`src/rtl/mux4_rr_arb_pkg.sv`:
```
// Shared types and encodings for the round-robin arbitrated 4:1 mux.
// Also holds the HOLD_MAX legality check and small index helpers.
package mux4_rr_arb_pkg;

  typedef enum logic {
    StIdle  = 1'b0,
    StGrant = 1'b1
  } state_e;

  localparam logic [1:0] SelA1 = 2'b00;
  localparam logic [1:0] SelA2 = 2'b01;
  localparam logic [1:0] SelA3 = 2'b10;
  localparam logic [1:0] SelA4 = 2'b11;

  function automatic bit hold_max_legal(int unsigned hold);
    return (hold >= 1) && (hold <= 15);
  endfunction

  // Requester index (1..4) to mux select code.
  function automatic logic [1:0] sel_of(logic [2:0] idx);
    return 2'(idx - 3'd1);
  endfunction

  // Requester index (1..4) to one-hot grant vector, bit 0 = requester 1.
  function automatic logic [3:0] onehot_of(logic [2:0] idx);
    return 4'b0001 << (idx - 3'd1);
  endfunction

endpackage

```
`src/rtl/mux4_rr_arb_pick.sv`:
```
// Combinational round-robin pick: searches req from ptr+1 upward, wrapping 4->1,
// with ptr itself ranked last.
module rr_pick4
  import mux4_rr_arb_pkg::*;
(
  input  logic [4:1] req,
  input  logic [2:0] ptr,
  output logic       valid,
  output logic [2:0] pick
);

  logic [3:0] req_z;
  logic [1:0] base;
  logic [1:0] cand;

  assign req_z = req;
  assign base  = 2'(ptr - 3'd1);

  // Walk from the lowest priority down so the highest-priority hit is written last.
  always_comb begin
    valid = 1'b0;
    pick  = ptr;
    cand  = base;
    for (int k = 4; k >= 1; k--) begin
      cand = 2'(base + 2'(k));
      if (req_z[cand]) begin
        valid = 1'b1;
        pick  = {1'b0, cand} + 3'd1;
      end
    end
  end

endmodule

```
`src/rtl/mux4_rr_arb.sv`:
```
// Round-robin arbiter driving a shared 4:1 single-bit mux. One owner holds the
// grant for at most HOLD_MAX cycles; the selected data bit is registered onto b.
module mux4_rr_arb
  import mux4_rr_arb_pkg::*;
#(
  parameter int unsigned HOLD_MAX = 8
) (
  input  logic       clk,
  input  logic       rst,
  input  logic [4:1] req,
  input  logic [4:1] a,
  output logic [4:1] gnt,
  output logic [2:1] c,
  output logic       b,
  output logic       busy
);

  if (!hold_max_legal(HOLD_MAX)) begin : gen_hold_max_illegal
    $error("mux4_rr_arb: HOLD_MAX must be in 1..15");
  end

  localparam logic [3:0] HoldMax = 4'(HOLD_MAX);

  state_e     state_q, state_d;
  logic [2:0] ptr_q, ptr_d;
  logic [3:0] cnt_q, cnt_d;
  logic [4:1] gnt_q, gnt_d;
  logic [1:0] c_q, c_d;
  logic       b_q, b_d;

  logic       pick_valid;
  logic [2:0] pick;
  logic       mux_bit;
  logic       own_req;

  rr_pick4 u_pick (
    .req   (req),
    .ptr   (ptr_q),
    .valid (pick_valid),
    .pick  (pick)
  );

  always_comb begin
    mux_bit = a[1];
    case (c_q)
      SelA1: mux_bit = a[1];
      SelA2: mux_bit = a[2];
      SelA3: mux_bit = a[3];
      SelA4: mux_bit = a[4];
    endcase
  end

  assign own_req = req[ptr_q];

  always_comb begin
    state_d = state_q;
    ptr_d   = ptr_q;
    cnt_d   = cnt_q;
    gnt_d   = gnt_q;
    c_d     = c_q;
    b_d     = b_q;
    unique case (state_q)
      StIdle: begin
        if (pick_valid) begin
          state_d = StGrant;
          ptr_d   = pick;
          cnt_d   = 4'd1;
          gnt_d   = onehot_of(pick);
          c_d     = sel_of(pick);
        end
      end
      StGrant: begin
        b_d = mux_bit;
        if (own_req && (cnt_q < HoldMax)) begin
          cnt_d = cnt_q + 4'd1;
        end else if (pick_valid) begin
          // Handover (possibly back to the same owner) with no idle cycle.
          ptr_d = pick;
          cnt_d = 4'd1;
          gnt_d = onehot_of(pick);
          c_d   = sel_of(pick);
        end else begin
          state_d = StIdle;
          gnt_d   = '0;
        end
      end
    endcase
  end

  always_ff @(posedge clk) begin
    if (rst) begin
      state_q <= StIdle;
      ptr_q   <= 3'd4;
      cnt_q   <= '0;
      gnt_q   <= '0;
      c_q     <= SelA1;
      b_q     <= 1'b0;
    end else begin
      state_q <= state_d;
      ptr_q   <= ptr_d;
      cnt_q   <= cnt_d;
      gnt_q   <= gnt_d;
      c_q     <= c_d;
      b_q     <= b_d;
    end
  end

  assign gnt  = gnt_q;
  assign c    = c_q;
  assign b    = b_q;
  assign busy = (state_q == StGrant);

endmodule

```
`config.mk`:
```
export PLATFORM = sky130hd
export DESIGN_NAME = mux4_rr_arb
export DESIGN_NICKNAME = d
export VERILOG_FILES = /design/src/rtl/mux4_rr_arb_pkg.sv /design/src/rtl/mux4_rr_arb_pick.sv /design/src/rtl/mux4_rr_arb.sv
export SDC_FILE = /design/constraint.sdc
export NUM_CORES = 1
export LEC_CHECK = 0
export CAP_MARGIN = 25
export CORE_MARGIN = 2
export CORE_UTILIZATION = 30
export DETAILED_ROUTE_END_ITERATION = 7
export PLACE_DENSITY_LB_ADDON = 0.08
export SYNTH_ARGS = -nofsm -noshare
export SYNTH_HDL_FRONTEND = slang
export SYNTH_SLANG_ARGS = --single-unit
```
`constraint.sdc`:
```
create_clock -name clk -period 6.1 [get_ports clk]
set_clock_uncertainty 0.15 [all_clocks]
set_input_delay 1.22 -clock clk [delete_from_list [all_inputs] [get_ports clk]]
set_output_delay 1.22 -clock clk [all_outputs]
set_load 0.1 [all_outputs]
```
==> results.json, run 1 <==
{
  "status": "completed",
  "cts_buffers": 3,
  "final_hold_viol_count": 0,
  "grt_pass1_wl_um": 4040,
  "gr-total-overflow": 0,
  "synth_edf_count": 0,
  "final_max_slew_viol_count": 0,
  "place.detailed.hpwl_um": 1780,
  "netSwitchingFraction_pct": 52.0,
  "synth-xor-area-share_pct": 1.44,
  "cts_resized": 0,
  "synth_top_family_by_area": "compound AO/OA/AOI/OAI gates",
  "fin_area_sq_um": 1330,
  "switchingPower_uw": 366,
  "vias": 916,
  "power.leakage_nw": 0.529,
  "peakVddDrop_mv": 0.244,
  "cp_slowest_cell": "dfxtp_1",
  "cts_hold_buf": 0,
  "syn2layout_area_growth_pct": 17.7,
  "synth_ff_type": "dfxtp_1",
  "pwr-share-seq_pct": 23.3,
  "worstSetupPathType": "flop to flop",
  "pre_cts_slack_ps": 2120,
  "hold_class": "flop to flop",
  "htree_levels": 1,
  "synth_commonest_cells": "15 x dfxtp_1, 15 x nor2_1, 10 x ha_1",
  "ant_nets": 0,
  "synthMuxAreaShare_pct": 13.8,
  "place_congestion": 0.766,
  "yosys.area_share.simple_pct": 17.6,
  "cts_tree": "yes",
  "max_slew_margin_pct": 31.4,
  "io_buffers": 17,
  "clk_latency_ps": 250,
  "n_antenna_cell": 0,
  "fin_ws_ps": 2330,
  "grt_pass1_vias": 909,
  "rows": 22,
  "rsz0062_at_grt": "false",
  "synth_top_cell_area_share_pct": 26.7,
  "final.setup.tns_ps": 0,
  "clk_pin_slew_ps": 60,
  "period_share_pct": 61.8,
  "crit_arrival_ps": 3760,
  "combPwrFrac_pct": 65.3,
  "postRouteWirelength_um": 2370,
  "crit_fanout": 17,
  "syn_area_sq_um": 1130,
  "clk_path_buf_depth": 2,
  "slowest_delay_ps": 720,
  "ys_async_sr_fraction_pct": 0,
  "rr_worst_depth": 9,
  "initialDrtViolationCount": 55,
  "drc": 0,
  "synthCells": 123,
  "setup_viol": 0,
  "period_minus_slack_ps": 3770,
  "ys_top_cells_by_area": "dfxtp_1 27%, ha_1 11%, mux4_2 6.0%",
  "required_ps": 6090,
  "intPower_uw": 338,
  "die_h_um": 65.3,
  "core_area_sq_um": 3630,
  "syn_avg_cell_area_sq_um": 9.16,
  "vias_per_cell": 5.01,
  "clockPowerShare_pct": 11.4,
  "fin_nets": 156,
  "die-width_um": 65.3,
  "yosysWarnings": 0,
  "synth-seq-cells": 15,
  "power_density_nw_per_um2": 532,
  "synthAdderAreaFrac_pct": 11.1,
  "antenna_found_initial": 0,
  "wire_per_inst_um": 12.9,
  "grt_max_degree": 18,
  "tightest_slew_ps": 1020,
  "dieArea_sq_um": 4260,
  "crit_path_end_kind": "flop",
  "ios": 18,
  "synth_cell_type_count": 39,
  "holdPathStages": 1,
  "maxCapViolations": 0,
  "synth_largest_area_cell": "dfxtp_1",
  "postPlaceCellArea_sq_um": 1280,
  "grt.total_usage_pct": 12.2,
  "crit_chain": "inv_1, ha_1, mux2_1, and2_1, nor3_1, inv_1, ha_1, xor2_2, a32o_2",
  "drive_gt1_share_pct": 11.9,
  "cts_sinks": 15,
  "fmax_mhz": 265,
  "start_util_pct": 31.0,
  "startpoint_type": "flop",
  "cts_setup_buffers": 0,
  "synth-compound-area-share_pct": 20.7,
  "clock-root-buffer": "clkbuf_8",
  "syn-num-nets": 143,
  "drt-pass1-iter-count": 4,
  "ys_seq_area_share_pct": 26.7
}
-- state kept, by name, summed over array words and instances (netlist names) --
signal and cells:
gnt 4, ptr_q 3, busy 1, cnt_q 4, b 1, c 2
-- logic make-up after synthesis --
family                   after synthesis
AND/OR/NAND/NOR                       40
AO/OA/AOI/OAI                         31
buffers and inverters                 15
flip-flops                            15
multiplexers                          11
adder cells (fa/ha/maj)               10
XOR/XNOR                               1
-- stage by stage --
stage / power [mW] / util, % / hold WS, ps / cells
after floorplan: 0.547 / - / 305 / 123
after global placement: 0.629 / 35.2 / 306 / 179
after detailed placement: 0.627 / 35.2 / 310 / 179
after CTS: 0.713 / 36.5 / 325 / 183
after global routing: 0.756 / 36.5 / 336 / 183
final: 0.705 / 36.5 / 319 / 183
-- worst max-delay path, delay by kind of cell (launching register included) --
family	cells	cell delay, ps
AO/OA/AOI/OAI	1	280
AND/OR/NAND/NOR	2	580
multiplexers	1	380
adder cells (fa/ha/maj)	2	910
XOR/XNOR	1	200
flip-flops	1	720
buffers and inverters	2	440
-- routing by layer --
layer	up-vias	track usage [%]	routed length [um]
li1	462	-	-
met1	430	15.4	1130
met2	20	20.4	1130
met3	4	1.37	85
met4	0	6.25	24
met5	-	0	0
-- placed cells by master (no fill, tap or decap), drive strengths merged, types with 2 or more instances in the layout --
master,Yosys,routed
mux2,3,3
o21ai,8,8
ha,10,10
a31oi,2,2
clkdlybuf4s50,0,17
a211oi,2,2
mux4,3,3
a32o,4,4
nor2,15,15
nor2b,7,7
clkbuf,2,4
dfxtp,15,15
mux2i,5,5
nand3b,3,3
or2,2,2
a21oi,7,7
inv,6,6
nand2,7,7
-- worst paths after layout --
path / startpoint / endpoint / slack, ps
max: ptr_q[0] / gnt[1] / 2330
min: gnt[4] / gnt[4] / 320
max reg2reg: ptr_q[0] / gnt[1] / 2330
min reg2reg: gnt[4] / gnt[4] / 320
-- layout make-up --
cell class              count  area [sq um]
multi-input cells          93           727
clock buffers               4          45.0
inverters                   6          22.5
repair buffers             17           170
fillers                   390          2310
well taps                  48          60.1
flip-flops and latches     15           300
-- power groups by stage --
| stage | Combinational, mW | Sequential, mW | Clock, mW |
|---|---|---|---|
| floorplan | 0.264 | 0.283 | 0 |
| global placement | 0.464 | 0.166 | 0 |
| detailed placement | 0.460 | 0.166 | 0 |
| CTS | 0.463 | 0.164 | 0.0855 |
| global route | 0.500 | 0.170 | 0.0864 |
| finish | 0.460 | 0.164 | 0.0807 |
No activity file was read; power rests on OpenSTA's default activity.
==> inputs of run 2 (changes only) <==
Clock period 6.1 ns to 3.4 ns, I/O delays scaled along.
==> run 2 against run 1 <==
  * Cell count rose by 5.5%
  * Sequential share of layout area fell by 0.90 points
  * Global-route usage rose by 0.86 points
  * Critical path depth fell by 1
  * Cell area rose by 4.2%
  * Worst hold slack improved by 4.4 ps
  * Non-clock buffer count rose by 10
  * Flip-flop and latch count did not move
  * Core utilization rose by 1.5 points
  * Critical path type is now input pin to flop
==> results.json, run 2 (synthesis results as in run 1) <==
{
  "grt.total_usage_pct": 13.0,
  "power_density_nw_per_um2": 955,
  "place_congestion": 0.827,
  "cts_setup_buffers": 0,
  "antenna_found_initial": 0,
  "n_antenna_cell": 0,
  "max_slew_margin_pct": 67.5,
  "final_util_pct": 38.0,
  "required_ps": 3400,
  "fin_nets": 166,
  "layout.cells.non_filler": 193,
  "crit_arrival_ps": 2990,
  "gr-total-overflow": 0,
  "crit_fanout": 10,
  "setup_viol": 0,
  "htree_levels": 1,
  "grt_pass1_vias": 931,
  "crit_start": "req[4]",
  "num-fill-cells": 389,
  "hold_class": "flop to flop",
  "maxCapViolations": 0,
  "grt_pass1_wl_um": 4290,
  "final_cell_mix": "18 x buf_4, 15 x nor2_1, 15 x dfxtp_1",
  "holdPathStages": 1,
  "layout_commonest_cell": "buf_4",
  "fmax_mhz": 334,
  "drc": 0,
  "cts_hold_buf": 0,
  "final.setup.tns_ps": 0,
  "die-width_um": 65.3,
  "power.leakage_nw": 0.593,
  "clk_pin_slew_ps": 60,
  "vias_per_cell": 4.90,
  "cts_sinks": 15,
  "core_area_sq_um": 3630,
  "fin_ws_ps": 403,
  "rows": 22,
  "clk_path_buf_depth": 2,
  "die_h_um": 65.3,
  "cts_resized": 0,
  "clock-root-buffer": "clkbuf_8",
  "clk_latency_ps": 250,
  "startpoint_type": "input pin",
  "tightest_slew_ps": 486,
  "dieArea_sq_um": 4260,
  "p_total_mw": 1.32,
  "syn2layout_area_growth_pct": 22.6,
  "wire_per_inst_um": 12.8,
  "place.detailed.hpwl_um": 1890,
  "vias": 945,
  "cts_tree": "yes",
  "drive_gt1_share_pct": 23.4,
  "postRouteWirelength_um": 2460,
  "period_share_pct": 88.1,
  "pre_cts_slack_ps": 133,
  "drt-pass1-iter-count": 4,
  "worstSetupPathType": "input pin to flop",
  "rr_worst_depth": 9,
  "ios": 18,
  "final_max_slew_viol_count": 0,
  "crit_path_end_kind": "flop",
  "worstHoldStart": "gnt[2]",
  "dp.cells": 189,
  "period_minus_slack_ps": 3000,
  "start_util_pct": 31.0,
  "grt_max_degree": 17,
  "peakVddDrop_mv": 0.461,
  "final_hold_viol_count": 0,
  "cts_buffers": 3,
  "rsz0062_at_grt": "false",
  "initialDrtViolationCount": 52,
  "ant_nets": 0,
  "reg2reg_from": "ptr_q[1]",
  "io_buffers": 17,
  "status": "completed"
}
-- run 2: stage by stage --
stage	hold slack [ps]	area (sq um)
after global placement	310	1340
after floorplan	305	1130
final	323	1380
after detailed placement	312	1340
after global routing	330	1380
after CTS	325	1380
-- run 2: layout make-up --
cell class | count | area (sq um) | area share (%)
flip-flops and latches | 15 | 300 | 21.8
repair buffers | 27 | 225 | 16.3
multi-input cells | 93 | 727 | 52.7
clock buffers | 4 | 45.0 | 3.26
inverters | 6 | 22.5 | 1.63
well taps | 48 | 60.1 | 4.35
-- run 2: routing by layer --
| layer | share of wire, % | track usage [%] | up-vias |
|---|---|---|---|
| li1 | - | - | 489 |
| met1 | 48 | 16.3 | 434 |
| met2 | 46 | 21.3 | 17 |
| met3 | 2.8 | 1.20 | 5 |
| met4 | 2.6 | 8.59 | 0 |
| met5 | 0 | 0 | - |
-- run 2: path summary, 6_finish.rpt --
path	end	slack [ps]
min	gnt[2]	320
max	gnt[3]	400
min reg2reg	gnt[2]	320
max reg2reg	gnt[3]	530
-- run 2: power breakdown --
group          switching (mW)  total [mW]  internal [mW]  leakage [nW]
sequential             0.0432       0.271          0.228         0.124
clock                  0.0634       0.147         0.0832        0.0228
combinational           0.569       0.900          0.331         0.446
total                   0.675        1.32          0.642         0.593
-- run 2: worst max-delay path, cell delays in order --
cell	delay, ps
clkdlybuf4s50_1	660
nor2_1	80
mux4_2	480
and3_1	160
o22ai_1	300
ha_1	260
xor2_2	110
a32o_2	270
==> inputs of run 3 (changes only) <==
Settings changed: CORE_MARGIN 2 to default.
==> run 3 against run 2 <==
  * Worst setup slack better by 62 ps
  * Critical endpoint is now gnt[2]
  * Flip-flop and latch count unchanged
  * Wire length is 1.5% lower
  * Cell area hardly changed
  * Critical path depth unchanged
  * Core utilization is 1.8 points higher
  * Die area down 6.0%
  * Global-route usage up 0.41 points
  * Combinational power shrank 0.7%
  * Worst hold slack lost 3.0 ps
  * Total power down 0.57%
  * Sequential power about the same
==> results.json, run 3 (synthesis results as in run 1) <==
{
  "vias": 962,
  "cts_resized": 0,
  "setup_viol": 0,
  "dieArea_sq_um": 4000,
  "final.setup.tns_ps": 0,
  "postRouteWirelength_um": 2430,
  "vias_per_cell": 5.04,
  "fin_nets": 166,
  "p_total_mw": 1.31,
  "drt-pass1-iter-count": 4,
  "wire_per_inst_um": 12.7,
  "fin_area_sq_um": 1380,
  "status": "completed",
  "gr-total-overflow": 0,
  "cts_setup_buffers": 0,
  "regToRegSetupSlack_ps": 470,
  "core_area_sq_um": 3470,
  "maxCapViolations": 0,
  "clock-root-buffer": "clkbuf_8",
  "crit_start": "req[4]",
  "grt_pass1_wl_um": 4280,
  "final_hold_viol_count": 0,
  "clk_pin_slew_ps": 60,
  "reg2reg_from": "ptr_q[1]",
  "clk_path_buf_depth": 2,
  "period_share_pct": 86.3,
  "initialDrtViolationCount": 72,
  "rr_worst_depth": 9,
  "die_h_um": 63.3,
  "cts_tree": "yes",
  "syn2layout_area_growth_pct": 22.4,
  "postPlaceCellArea_sq_um": 1330,
  "clk_latency_ps": 250,
  "startpoint_type": "input pin",
  "fmax_mhz": 341,
  "regArea_sq_um": 300,
  "place.detailed.hpwl_um": 1890,
  "place_congestion": 0.856,
  "ios": 18,
  "grt_max_degree": 16,
  "r2r-end": "gnt[2]",
  "worstSetupPathType": "input pin to flop",
  "multiInputGateArea_sq_um": 727,
  "peakVddDrop_mv": 0.484,
  "cts_hold_buf": 0,
  "antenna_found_initial": 0,
  "drive_gt1_share_pct": 24.1,
  "layout_commonest_cell": "buf_4",
  "grt_pass1_vias": 949,
  "power.leakage_nw": 0.595,
  "hold_class": "flop to flop",
  "crit_arrival_ps": 2930,
  "ant_nets": 0,
  "final_cell_mix": "18 x buf_4, 15 x nor2_1, 15 x dfxtp_1",
  "period_minus_slack_ps": 2940,
  "crit_path_end": "gnt[2]",
  "rsz0062_at_grt": "false",
  "required_ps": 3390,
  "tightest_slew_ps": 464,
  "rows": 21,
  "num-fill-cells": 374,
  "htree_levels": 1,
  "max_slew_margin_pct": 69.0,
  "n_antenna_cell": 0,
  "io_buffers": 17,
  "crit_fanout": 8,
  "cts_sinks": 15,
  "drc": 0,
  "start_util_pct": 32.5,
  "grt.total_usage_pct": 13.5,
  "die-width_um": 63.3,
  "crit_path_end_kind": "flop",
  "final_max_slew_viol_count": 0,
  "power_density_nw_per_um2": 950,
  "cts_buffers": 3
}
run 3: cell count changes in the layout (fill, tap and decap cells not counted):
cell / before / now
clkbuf_1: 1 / 0
clkinv_2: 0 / 1
run 3: cell type report:
type / count / area share, %
Clock buffer: 3 / 2.99
Inverter: 6 / 1.63
Clock inverter: 1 / 0.363
Timing Repair Buffer: 27 / 16.3
Sequential cell: 15 / 21.8
Multi-Input combinational cell: 93 / 52.7
Tap cell: 46 / 4.17
run 3: critical path, cell delays in order:
cell             delay, ps
clkdlybuf4s50_1        620
nor2_1                  80
mux4_2                 490
and3_1                 160
o22ai_1                270
ha_1                   250
xor2_2                 110
a32o_2                 270
run 3: worst min-delay path by stage:
stage	cells after the start	start	end
6_report	1	gnt[3]	gnt[3]
2_1_floorplan	2	cnt_q[2]	cnt_q[3]
4_1_cts	1	gnt[3]	gnt[3]
3_3_place_gp	1	gnt[2]	gnt[2]
3_5_place_dp	1	gnt[3]	gnt[3]
5_1_grt	1	gnt[4]	gnt[4]
run 3: per-stage QoR:
stage                     cells  worst slack, ps  hold WS (ps)  util [%]
after floorplan             123              550           305         -
after global placement      187              188           307      38.4
after detailed placement    187              201           310      38.4
after CTS                   191              450           325      39.8
after global routing        191              261           347      39.8
final                       191              465           320      39.8
run 3: report_power, final:
part	switching (mW)	internal, mW	total (mW)	leakage, nW
sequential	0.0439	0.228	0.272	0.124
clock	0.0633	0.0812	0.144	0.0255
combinational	0.567	0.327	0.894	0.446
total	0.674	0.637	1.31	0.595
run 3: layer usage:
layer  global-route usage [%]  share of wire, %  vias up
li1                         -                 -      485
met2                     21.2                45       20
met1                     17.1                49      448
met3                     2.36               2.9        9
met5                        0                 0        -
met4                     7.67               3.3        0
